<file path="src/rtl/pu_dot_sequencer.sv">
// Sequencer feeding a two-multiplier/two-adder FP accumulate unit, one beat at a time.
// Optional abort port pair is built in when PU_SEQ_ABORT_EN is defined.
module pu_dot_sequencer #(
  parameter int LEN_W  = 8,
  parameter int PU_LAT = 0
) (
  input  logic             clk,
  input  logic             rst,
`ifdef PU_SEQ_ABORT_EN
  input  logic             abort,
  output logic             aborted,
`endif
  input  logic             start,
  input  logic [LEN_W-1:0] len,
  input  logic             in_valid,
  output logic             in_ready,
  input  logic [31:0]      in_a0,
  input  logic [31:0]      in_a1,
  input  logic [31:0]      in_b0,
  input  logic [31:0]      in_b1,
  output logic [31:0]      pu_prev,
  output logic [31:0]      pu_a0,
  output logic [31:0]      pu_a1,
  output logic [31:0]      pu_b0,
  output logic [31:0]      pu_b1,
  input  logic [31:0]      pu_out,
  output logic             res_valid,
  input  logic             res_ready,
  output logic [31:0]      res_data,
  output logic             busy
);

  localparam int WAIT_W = (PU_LAT > 0) ? $clog2(PU_LAT + 1) : 1;
  localparam logic [WAIT_W-1:0] WAIT_LAST = WAIT_W'(PU_LAT);

  typedef enum logic [1:0] {S_IDLE, S_RUN, S_WAIT, S_DONE} state_t;

  state_t             state, state_nxt;
  logic [LEN_W-1:0]   beats_left;
  logic [WAIT_W-1:0]  wait_cnt;
  logic [31:0]        acc;
  logic [31:0]        op_a0, op_a1, op_b0, op_b1;
  logic               kill;

`ifdef PU_SEQ_ABORT_EN
  assign kill = abort && (state != S_IDLE);
`else
  assign kill = 1'b0;
`endif

  // NOTE: state is updated with <= so every flop samples pre-edge values.
  always_ff @(posedge clk) begin
    if (rst) state <= S_IDLE;
    else     state <= state_nxt;
  end

  // NOTE: every output gets a default first so no path leaves a latch.
  always_comb begin
    state_nxt = state;
    in_ready  = 1'b0;
    res_valid = 1'b0;
    busy      = (state != S_IDLE);
    unique case (state)
      S_IDLE: if (start) state_nxt = (len == '0) ? S_DONE : S_RUN;
      S_RUN: begin
        in_ready = 1'b1;
        if (in_valid) state_nxt = S_WAIT;
      end
      S_WAIT:
        if (wait_cnt == WAIT_LAST)
          state_nxt = (beats_left == LEN_W'(1)) ? S_DONE : S_RUN;
      S_DONE: begin
        res_valid = 1'b1;
        if (res_ready) state_nxt = S_IDLE;
      end
      default: state_nxt = S_IDLE;
    endcase
    // Abort overrides everything, including a pending result.
    if (kill) begin
      state_nxt = S_IDLE;
      in_ready  = 1'b0;
      res_valid = 1'b0;
    end
  end

  // NOTE: the operand and accumulator registers are reset too, because they
  // drive pu_* and res_data directly and must read zero after reset.
  always_ff @(posedge clk) begin
    if (rst) begin
      acc        <= '0;
      op_a0      <= '0;
      op_a1      <= '0;
      op_b0      <= '0;
      op_b1      <= '0;
      beats_left <= '0;
      wait_cnt   <= '0;
    end else if (kill) begin
      acc        <= '0;
    end else begin
      unique case (state)
        S_IDLE:
          if (start) begin
            acc        <= '0;
            beats_left <= len;
            wait_cnt   <= '0;
          end
        S_RUN:
          if (in_valid) begin
            op_a0    <= in_a0;
            op_a1    <= in_a1;
            op_b0    <= in_b0;
            op_b1    <= in_b1;
            wait_cnt <= '0;
          end
        S_WAIT:
          if (wait_cnt == WAIT_LAST) begin
            acc        <= pu_out;
            beats_left <= beats_left - 1'b1;
          end else begin
            wait_cnt   <= wait_cnt + 1'b1;
          end
        default: ;
      endcase
    end
  end

`ifdef PU_SEQ_ABORT_EN
  always_ff @(posedge clk) begin
    if (rst) aborted <= 1'b0;
    else     aborted <= kill;
  end
`endif

  assign pu_prev  = acc;
  assign pu_a0    = op_a0;
  assign pu_a1    = op_a1;
  assign pu_b0    = op_b0;
  assign pu_b1    = op_b1;
  assign res_data = acc;

endmodule

</file>
<file path="config.mk">
export PLATFORM = sky130hd
export DESIGN_NAME = pu_dot_sequencer
export DESIGN_NICKNAME = d
export VERILOG_FILES = /design/src/rtl/pu_dot_sequencer.sv
export SDC_FILE = /design/constraint.sdc
export NUM_CORES = 1
export LEC_CHECK = 0
export ABC_CLOCK_PERIOD_IN_PS = 2100
export CAP_MARGIN = 5
export CORE_ASPECT_RATIO = 0.9
export CORE_UTILIZATION = 30
export DETAILED_ROUTE_END_ITERATION = 8
export PLACE_DENSITY = 0.64
export SETUP_SLACK_MARGIN = 0.2
export SYNTH_ARGS = -nofsm -noshare
export SYNTH_HDL_FRONTEND = slang
export SYNTH_SLANG_ARGS = --single-unit
</file>
<file path="constraint.sdc">
create_clock -name clk -period 2.1 [get_ports clk]
set_input_delay 0.42 -clock clk [delete_from_list [all_inputs] [get_ports clk]]
set_output_delay 0.42 -clock clk [all_outputs]
set_load 0.01 [all_outputs]
</file>
==> flow_metrics.py, run 1 <==
metrics = {
    "route": {
        "drt-initial-drc-count": 316,
        "avgRoutedWirePerCell_um": 15.35,
        "route.final.wire_length_mm": 21.26,
        "routed_via_density": 4.504,
        "drc_errors": 0,
        "firstDrtPassIters": 4,
        "final_antenna_net_count": 0,
        "vias": 6238,
    },
    "pwr": {
        "p_leak_nw": 3.802,
        "power-per-cell-area_nw_per_um2": 804.2,
        "power.ir.vdd_worst_v": 0.0004968,
        "overall_power_mw": 8.662,
    },
    "synth": {
        "yosys_register_bits": 170,
        "synth_area_um2": 6297,
        "yosys.area.top_type_share_pct": 54.04,
        "synth_flop_cell": "sky130_fd_sc_hd__dfxtp_1",
        "yosys.cell_types.count": 36,
        "syn-mean-instance-area_um2": 8.115,
        "synth.yosys.warnings": 0,
        "number_of_enable_flip_flop_cells_after_synthesis": 0,
        "netlist.top_cell.by_area": "sky130_fd_sc_hd__dfxtp_1",
        "yosysSeqAreaShare_pct": 54.04,
        "syn-instance-count": 776,
        "synthTopCellsByArea": "sky130_fd_sc_hd__dfxtp_1, sky130_fd_sc_hd__nand2_1, sky130_fd_sc_hd__a21oi_1, sky130_fd_sc_hd__a22oi_1, sky130_fd_sc_hd__buf_4",
        "synth_nets": 951,
        "async_flop_share_pct": 0,
    },
    "die": {
        "coreArea_um2": 20290,
        "design.die.area_um2": 21570,
        "placementRows": 49,
        "boundaryPins": 368,
        "die_outline_height_um": 139.4,
        "dieWidth_um": 154.7,
        "initial_utilization_pct": 31.03,
    },
    "grt": {
        "grt_start_max_net_pins": 67,
        "grt_pass1_wl_mm": 32.37,
        "global_route.usage.total_pct": 19.33,
        "vias_in_the_first_global_route": 5856,
        "gr-total-overflow": 0,
        "grt_antenna_before_repair": 0,
    },
    "timing": {
        "setup_viol": 0,
        "max_freq_ghz": 0.5425,
        "layout_worst_path_cycle_share_pct": 87.78,
        "hold_viol_final": 0,
        "min_period_ns": 1.843,
        "max_slew_margin_pct": 64.50,
        "unrepaired_setup_endpoints_after_global_routing": "yes",
        "worstMarginPinSlew_ns": 0.5301,
        "totalNegativeSetupSlack_ns": 0,
        "maxSlewViolCount": 0,
        "fin_worst_skew_ns": 0.01231,
    },
    "place": {
        "gp_congestion": 0.7827,
        "place_hpwl_mm": 15.13,
        "placement.io_buffers": 367,
        "placed_cell_area_um2": 10120,
    },
    "critical_path": {
        "timing.critical_path.from": "beats_left[1]",
        "worstSetupEndpointType": "flip-flop",
        "timing.rr.end": "beats_left[6]",
        "worstSetupPathType": "flip-flop to flip-flop",
        "reg2reg_depth": 6,
        "critical_path_peak_fanout": 4,
        "critical_path.reg2reg.startpoint": "beats_left[1]",
        "timing.critical_path.from_type": "flip-flop",
        "ff2ff_setup_slack_ns": 0.26,
        "worst-endpoint-required_ns": 2.41,
        "critPathArrivalTime_ns": 2.15,
    },
    "cts": {
        "post_cts_hold_buffer_count": 0,
        "cts.path.max_buffers": 2,
        "numCtsBuffers": 17,
        "path_clk_slew_ns": 0.07,
        "clk_latency_ns": 0.43,
        "post-cts-setup-buffer-count": 0,
        "tritoncts": "built",
        "clock-root-buffer": "sky130_fd_sc_hd__clkbuf_16",
        "h_tree_levels": 4,
        "numClockSinks": 170,
    },
    "final_layout": {
        "layout_commonest_cell": "sky130_fd_sc_hd__clkdlybuf4s50_1",
        "layout_common_cells": "sky130_fd_sc_hd__clkdlybuf4s50_1, sky130_fd_sc_hd__nand2_1, sky130_fd_sc_hd__dfxtp_1",
        "fraction_of_final_layout_cells_sized_beyond_drive_strength_1_pct": 5.701,
        "final_core_util_pct": 53.07,
        "area_delta_synth_final_pct": 71.03,
        "final_area_um2": 10770,
        "insertedDiodeCount": 0,
        "final_net_count": 1267,
    },
    "worst_hold_path": {
        "min_delay_worst_endpoint": "pu_a0[19]",
        "min_delay_path_class": "input port to flip-flop",
        "holdCritStartpoint": "rst",
        "worstHoldPathCells": 2,
    },
    "flow_run": {
        "maxCapViolations": 0,
    },
    "run_status": {
        "run_status": "finished clean",
    },
}
critical path, cell delays in order, from the launching register on:
cell and delay, ns:
sky130_fd_sc_hd__dfxtp_1 0.37, sky130_fd_sc_hd__inv_1 0.13, sky130_fd_sc_hd__ha_2 0.23, sky130_fd_sc_hd__or3b_4 0.42, sky130_fd_sc_hd__o31ai_2 0.19, sky130_fd_sc_hd__a21oi_1 0.09
sky130_fd_sc_hd__a2111oi_1 0.31
how the worst max path moves through the flow:
| stage | end |
|---|---|
| 2_1_floorplan | beats_left[6] |
| 3_3_place_gp | beats_left[6] |
| 3_5_place_dp | pu_b1[23] |
| 4_1_cts | in_ready |
| 5_1_grt | beats_left[6] |
| 6_report | beats_left[6] |
kinds of logic (layout without fill, tap and decap cells):
kind of cell	after synthesis	in the layout	synth area share, %
AND/OR/NAND/NOR	321	321	20.35
AO/OA/AOI/OAI	188	188	17.13
flip-flops	170	170	54.04
buffers and inverters	94	423	7.948
adder cells (fa/ha/maj)	2	2	0.3973
XOR/XNOR	1	1	0.1391
metrics by stage:
stage | instances | hold WS, ns | setup slack [ns]
after floorplan | 776 | 0.4711 | 0.4522
after global placement | 1353 | 0.4410 | 0.2523
after detailed placement | 1353 | 0.4465 | 0.2332
after CTS | 1385 | 0.3799 | 0.1285
after global routing | 1385 | 0.3940 | 0.1356
final | 1385 | 0.3929 | 0.2567
power by group:
part / internal (mW) / leakage, nW / switching [mW] / total, mW
Clock: 2.03 / 0.311 / 1.39 / 3.42
Sequential: 3.43 / 1.38 / 0.132 / 3.56
Combinational: 0.931 / 2.11 / 0.754 / 1.68
Total: 6.39 / 3.80 / 2.27 / 8.66
what timing repair did:
item | 4_1_cts | 5_1_grt
hold endpoints to repair | 0 | 0
endpoints found under the setup margin | 3 | 2
gates resized for setup | 3 | 3
flip-flops by register name, summed over array words and instances, names as in the netlist:
register    count
pu_a0          32
pu_a1          32
pu_b0          32
pu_b1          32
pu_prev        32
beats_left      8
state           2
per-layer routing:
| layer | GRT usage (%) | up-vias | part of all wire, % |
|---|---|---|---|
| met5 | 0 | - | 0 |
| met4 | 5.628 | 0 | 1.3 |
| met3 | 5.886 | 15 | 7.5 |
| met2 | 34.01 | 238 | 49 |
| met1 | 22.50 | 2821 | 42 |
| li1 | - | 3164 | - |
Yosys cell counts, types with 2 or more instances:
cell type / n
sky130_fd_sc_hd__nor3b_1: 2
sky130_fd_sc_hd__clkbuf_1: 35
sky130_fd_sc_hd__nor4_1: 3
sky130_fd_sc_hd__nor2b_1: 3
sky130_fd_sc_hd__ha_1: 2
sky130_fd_sc_hd__o22ai_1: 2
sky130_fd_sc_hd__nand2_1: 260
sky130_fd_sc_hd__buf_4: 32
sky130_fd_sc_hd__dfxtp_1: 170
sky130_fd_sc_hd__inv_1: 4
sky130_fd_sc_hd__o21ai_0: 3
sky130_fd_sc_hd__nor2_1: 42
sky130_fd_sc_hd__and2_1: 2
sky130_fd_sc_hd__o31ai_1: 2
sky130_fd_sc_hd__nor3_1: 2
sky130_fd_sc_hd__a22oi_1: 32
sky130_fd_sc_hd__a21oi_1: 134
sky130_fd_sc_hd__a211oi_1: 7
sky130_fd_sc_hd__buf_2: 22
area by class of cell:
type | instances | area (um2)
Sequential cell | 170 | 3405
Inverter | 4 | 15.01
Fill cell | 1951 | 9523
Multi-Input combinational cell | 512 | 2417
Clock inverter | 13 | 203.9
Clock buffer | 19 | 432.9
Timing Repair Buffer | 387 | 3946
Tap cell | 280 | 350.3
(Power assumes the default switching activity.)
==> inputs of run 2 (changes only) <==
--- a/config.mk
+++ b/config.mk
@@ -11,7 +11,9 @@
 export CORE_UTILIZATION = 30
 export DETAILED_ROUTE_END_ITERATION = 8
 export PLACE_DENSITY = 0.64
+export RECOVER_POWER = 100
 export SETUP_SLACK_MARGIN = 0.2
+export SKIP_LAST_GASP = 1
 export SYNTH_ARGS = -nofsm -noshare
 export SYNTH_HDL_FRONTEND = slang
 export SYNTH_SLANG_ARGS = --single-unit
==> flow_metrics.py, run 2 (synthesis gave the netlist of run 1 again) <==
metrics = {
    "run_status": {
        "run_status": "finished clean",
    },
    "die": {
        "dieWidth_um": 154.7,
        "boundaryPins": 368,
        "placementRows": 49,
        "die_outline_height_um": 139.4,
        "initial_utilization_pct": 31.03,
        "design.die.area_um2": 21570,
        "coreArea_um2": 20290,
    },
    "timing": {
        "fin_worst_skew_ns": 0.01257,
        "unrepaired_setup_endpoints_after_global_routing": "yes",
        "hold_viol_final": 0,
        "finalWorstSetupSlack_ns": 0.2049,
        "maxSlewViolCount": 0,
        "max_freq_ghz": 0.5277,
        "worstMarginPinSlew_ns": 0.5440,
        "setup_viol": 0,
        "totalNegativeSetupSlack_ns": 0,
        "layout_worst_path_cycle_share_pct": 90.24,
        "max_slew_margin_pct": 63.66,
        "min_period_ns": 1.895,
        "finalHoldWorstSlack_ns": 0.3961,
    },
    "flow_run": {
        "maxCapViolations": 0,
    },
    "route": {
        "avgRoutedWirePerCell_um": 15.31,
        "route.final.wire_length_mm": 21.21,
        "detailroute.wirelength.met2_mm": 10.55,
        "detailed_route_wirelength_on_metal3_mm": 1.605,
        "vias": 6252,
        "dr.max_layer_used": "met4",
        "drt-initial-drc-count": 330,
        "drc_errors": 0,
        "final_antenna_net_count": 0,
        "route.layer.met1.wl_mm": 8.760,
        "firstDrtPassIters": 4,
        "routed_via_density": 4.514,
    },
    "cts": {
        "clock-root-buffer": "sky130_fd_sc_hd__clkbuf_16",
        "path_clk_slew_ns": 0.07,
        "h_tree_levels": 4,
        "tritoncts": "built",
        "numClockSinks": 170,
        "cts.path.max_buffers": 2,
        "numCtsBuffers": 17,
        "clk_latency_ns": 0.42,
        "post-cts-setup-buffer-count": 0,
    },
    "final_layout": {
        "layout_common_cells": "sky130_fd_sc_hd__nand2_1, sky130_fd_sc_hd__dlygate4sd3_1, sky130_fd_sc_hd__clkdlybuf4s50_1",
        "num-fill-cells": 1964,
        "final_net_count": 1267,
        "insertedDiodeCount": 0,
        "fraction_of_final_layout_cells_sized_beyond_drive_strength_1_pct": 5.068,
        "area_delta_synth_final_pct": 69.96,
        "instances_no_fill": 1385,
        "layout_commonest_cell": "sky130_fd_sc_hd__nand2_1",
    },
    "grt": {
        "gr-total-overflow": 0,
        "global_route.usage.total_pct": 19.33,
        "vias_in_the_first_global_route": 5856,
        "grt_start_max_net_pins": 67,
        "grt_pass1_wl_mm": 32.37,
        "grt_antenna_before_repair": 0,
    },
    "critical_path": {
        "worstSetupPathType": "flip-flop to primary output",
        "cp_top_family": "buffers and inverters",
        "crit_chain": "dlygate4sd3_1",
        "worst-endpoint-required_ns": 1.68,
        "critical_path_peak_fanout": 3,
        "timing.critical_path.from_type": "flip-flop",
        "crit_path_top_delay_cell": "sky130_fd_sc_hd__dlygate4sd3_1",
        "critPathArrivalTime_ns": 1.48,
        "worstSetupEndpointType": "primary output",
        "crit_buf_inv": 1,
        "slowest_delay_ns": 0.65,
    },
    "place": {
        "place_worst_setup_slack_ns": 0.2332,
        "place.detailed.instances": 1353,
        "placement.io_buffers": 367,
        "gp_congestion": 0.7827,
        "place_hpwl_mm": 15.13,
    },
    "pwr": {
        "p_leak_nw": 4.391,
        "power.ir.vdd_worst_v": 0.0005056,
        "power-per-cell-area_nw_per_um2": 798.2,
    },
    "worst_hold_path": {
        "min_delay_path_class": "input port to flip-flop",
    },
}
-- run 2: cell type report --
cell class / instances / area [um2] / share of cell area [%]
flip-flops and latches: 170 / 3403 / 31.80
well taps: 280 / 350.3 / 3.273
repair buffers: 387 / 3894 / 36.38
clock buffers: 19 / 432.9 / 4.045
clock inverters: 13 / 203.9 / 1.906
multi-input cells: 512 / 2404 / 22.46
inverters: 4 / 15.01 / 0.1403
-- run 2: layer usage --
layer | global-route usage [%] | vias to the layer above
met5 | 0 | -
met3 | 5.886 | 17
met2 | 34.01 | 256
li1 | - | 3167
met4 | 5.628 | 0
met1 | 22.50 | 2812
-- run 2: repair_timing --
item	CTS	global route
endpoints found under the hold margin	0	0
endpoints found under the setup margin	3	2
hold buffers	0	0
resized for setup	3	3
-- run 2: worst paths after layout --
check / cells past startpoint / slack (ns) / from / endpoint
setup reg to reg: 6 / 0.22 / beats_left[1] / beats_left[6]
setup / recovery: 1 / 0.20 / pu_prev[31] / pu_prev[31]
hold / removal: 2 / 0.40 / rst / pu_a0[19]
hold reg to reg: 2 / 0.45 / pu_a1[19] / pu_a1[19]
-- run 2: power breakdown --
part | leakage (nW) | switching [mW] | internal (mW)
registers | 1.38 | 0.123 | 3.43
clock network | 0.311 | 1.39 | 2.03
logic | 2.70 | 0.747 | 0.828
-- run 2: per-stage QoR --
step	util (%)	instance area (um2)	power, mW
2_1_floorplan	-	6297	4.357
3_3_place_gp	49.89	10120	5.311
3_5_place_dp	49.89	10120	5.325
4_1_cts	53.02	10760	8.785
5_1_grt	52.74	10700	8.936
6_report	52.74	10700	8.543
==> inputs of run 3 (changes only) <==
--- a/config.mk
+++ b/config.mk
@@ -10,10 +10,9 @@
 export CORE_ASPECT_RATIO = 0.9
 export CORE_UTILIZATION = 30
 export DETAILED_ROUTE_END_ITERATION = 8
-export PLACE_DENSITY = 0.64
+export PLACE_DENSITY = 0.66
 export RECOVER_POWER = 100
 export SETUP_SLACK_MARGIN = 0.2
-export SKIP_LAST_GASP = 1
 export SYNTH_ARGS = -nofsm -noshare
 export SYNTH_HDL_FRONTEND = slang
 export SYNTH_SLANG_ARGS = --single-unit
==> constraint.sdc (replaced) <==
create_clock -name clk -period 2.1 [get_ports clk]
set_input_delay 0.315 -clock clk [delete_from_list [all_inputs] [get_ports clk]]
set_output_delay 0.315 -clock clk [all_outputs]
set_load 0.01 [all_outputs]
==> flow_metrics.py, run 3 (synthesis gave the netlist of run 1 again) <==
metrics = {
    "grt": {
        "global_route.usage.total_pct": 18.72,
        "vias_in_the_first_global_route": 5942,
        "grt_start_max_net_pins": 103,
        "gr-total-overflow": 0,
        "grt_pass1_wl_mm": 31.80,
        "grt_antenna_before_repair": 0,
    },
    "timing": {
        "maxSlewViolCount": 0,
        "max_slew_margin_pct": 60.59,
        "finalWorstSetupSlack_ns": 0.1974,
        "worstMarginPinSlew_ns": 0.5912,
        "layout_worst_path_cycle_share_pct": 90.60,
        "fin_worst_skew_ns": 0.01376,
        "hold_viol_final": 0,
        "setup_viol": 0,
        "unrepaired_setup_endpoints_after_global_routing": "yes",
        "finalHoldWorstSlack_ns": 0.1058,
        "max_freq_ghz": 0.5256,
        "totalNegativeSetupSlack_ns": 0,
        "min_period_ns": 1.903,
    },
    "place": {
        "gp_congestion": 0.8258,
        "place_worst_setup_slack_ns": 0.1374,
        "place.detailed.instances": 1351,
        "placed_cell_area_um2": 10070,
        "placement.io_buffers": 367,
        "place_hpwl_mm": 14.51,
    },
    "route": {
        "detailed_route_wirelength_on_metal3_mm": 1.598,
        "route.layer.met1.wl_mm": 8.411,
        "routed_via_density": 4.516,
        "drc_errors": 0,
        "route.final.wire_length_mm": 20.43,
        "vias": 6245,
        "dr.max_layer_used": "met4",
        "avgRoutedWirePerCell_um": 14.77,
        "final_antenna_net_count": 0,
        "drt-initial-drc-count": 446,
        "firstDrtPassIters": 6,
        "detailroute.wirelength.met2_mm": 9.951,
    },
    "cts": {
        "post-cts-setup-buffer-count": 0,
        "tritoncts": "built",
        "clock-root-buffer": "sky130_fd_sc_hd__clkbuf_16",
        "numCtsBuffers": 17,
        "clk_latency_ns": 0.42,
        "numClockSinks": 170,
        "h_tree_levels": 4,
        "cts.path.max_buffers": 2,
        "path_clk_slew_ns": 0.07,
    },
    "critical_path": {
        "critical_path.reg2reg.startpoint": "state[1]",
        "slowest_delay_ns": 0.64,
        "crit_chain": "nor2b_4 -> dlygate4sd3_1",
        "worst-endpoint-required_ns": 1.78,
        "crit_path_top_delay_cell": "sky130_fd_sc_hd__dlygate4sd3_1",
        "timing.critical_path.from": "state[1]",
        "critPathArrivalTime_ns": 1.59,
        "worstSetupEndpointType": "primary output",
        "timing.critical_path.from_type": "flip-flop",
        "cp_top_family": "buffers and inverters",
        "crit_buf_inv": 1,
        "worstSetupPathType": "flip-flop to primary output",
        "critical_path_peak_fanout": 8,
    },
    "run_status": {
        "run_status": "finished clean",
    },
    "worst_hold_path": {
        "holdCritStartpoint": "rst",
        "min_delay_path_class": "input port to flip-flop",
    },
    "final_layout": {
        "total_area_of_multi_input_combinational_cells_um2": 2410,
        "layout_common_cells": "sky130_fd_sc_hd__nand2_1, sky130_fd_sc_hd__dlygate4sd3_1, sky130_fd_sc_hd__clkdlybuf4s50_1",
        "instances_no_fill": 1383,
        "num-fill-cells": 1961,
        "insertedDiodeCount": 0,
        "final_core_util_pct": 52.50,
        "area_delta_synth_final_pct": 69.18,
        "final_net_count": 1265,
        "layout_commonest_cell": "sky130_fd_sc_hd__nand2_1",
        "fraction_of_final_layout_cells_sized_beyond_drive_strength_1_pct": 4.896,
        "final_area_um2": 10650,
        "register_area_um2": 3405,
    },
    "die": {
        "coreArea_um2": 20290,
        "dieWidth_um": 154.7,
        "design.die.area_um2": 21570,
        "placementRows": 49,
        "boundaryPins": 368,
        "die_outline_height_um": 139.4,
        "initial_utilization_pct": 31.03,
    },
    "pwr": {
        "p_leak_nw": 4.366,
        "power-per-cell-area_nw_per_um2": 788.4,
        "power.ir.vdd_worst_v": 0.0005091,
        "overall_power_mw": 8.399,
    },
    "flow_run": {
        "maxCapViolations": 0,
    },
}
run 3: cell count changes in the layout (fill, tap and decap cells not counted), moves of 2 or more:
cell	delta
sky130_fd_sc_hd__and2_1	+2
sky130_fd_sc_hd__inv_6	-2
sky130_fd_sc_hd__clkbuf_4	-2
sky130_fd_sc_hd__buf_12	-2
sky130_fd_sc_hd__dlygate4sd3_1	+2
sky130_fd_sc_hd__inv_8	+2
sky130_fd_sc_hd__buf_4	+2
run 3: final timing paths:
kind | slack [ns] | end | cells past startpoint
worst max register to register | 0.28 | beats_left[4] | 6
worst min-delay path | 0.11 | pu_b1[10] | 2
worst min register to register | 0.45 | pu_a0[20] | 2
worst max-delay path | 0.20 | in_ready | 2
run 3: what timing repair did:
action / CTS / global route
resized for setup: 4 / 2
setup endpoints to repair: 3 / 2
hold buffers: 0 / 0
gates cloned: 0 / 0
run 3: metal layers:
| layer | vias to the layer above | global-route usage (%) |
|---|---|---|
| met3 | 25 | 5.761 |
| met5 | - | 0 |
| li1 | 3175 | - |
| met1 | 2799 | 21.86 |
| met2 | 246 | 32.13 |
| met4 | 0 | 6.931 |
run 3: power by group:
group	internal, mW	total (mW)	switching [mW]	leakage (nW)
clock	1.92	3.30	1.39	0.300
sequential	3.43	3.55	0.124	1.38
combinational	0.811	1.54	0.734	2.68
run 3: cell type report:
| class | instances | area share (%) |
|---|---|---|
| repair buffers | 385 | 36.22 |
| well taps | 280 | 3.288 |
| flip-flops and latches | 170 | 31.96 |
| clock inverters | 13 | 1.715 |
| clock buffers | 19 | 4.063 |
| inverters | 4 | 0.1409 |
| multi-input cells | 512 | 22.62 |
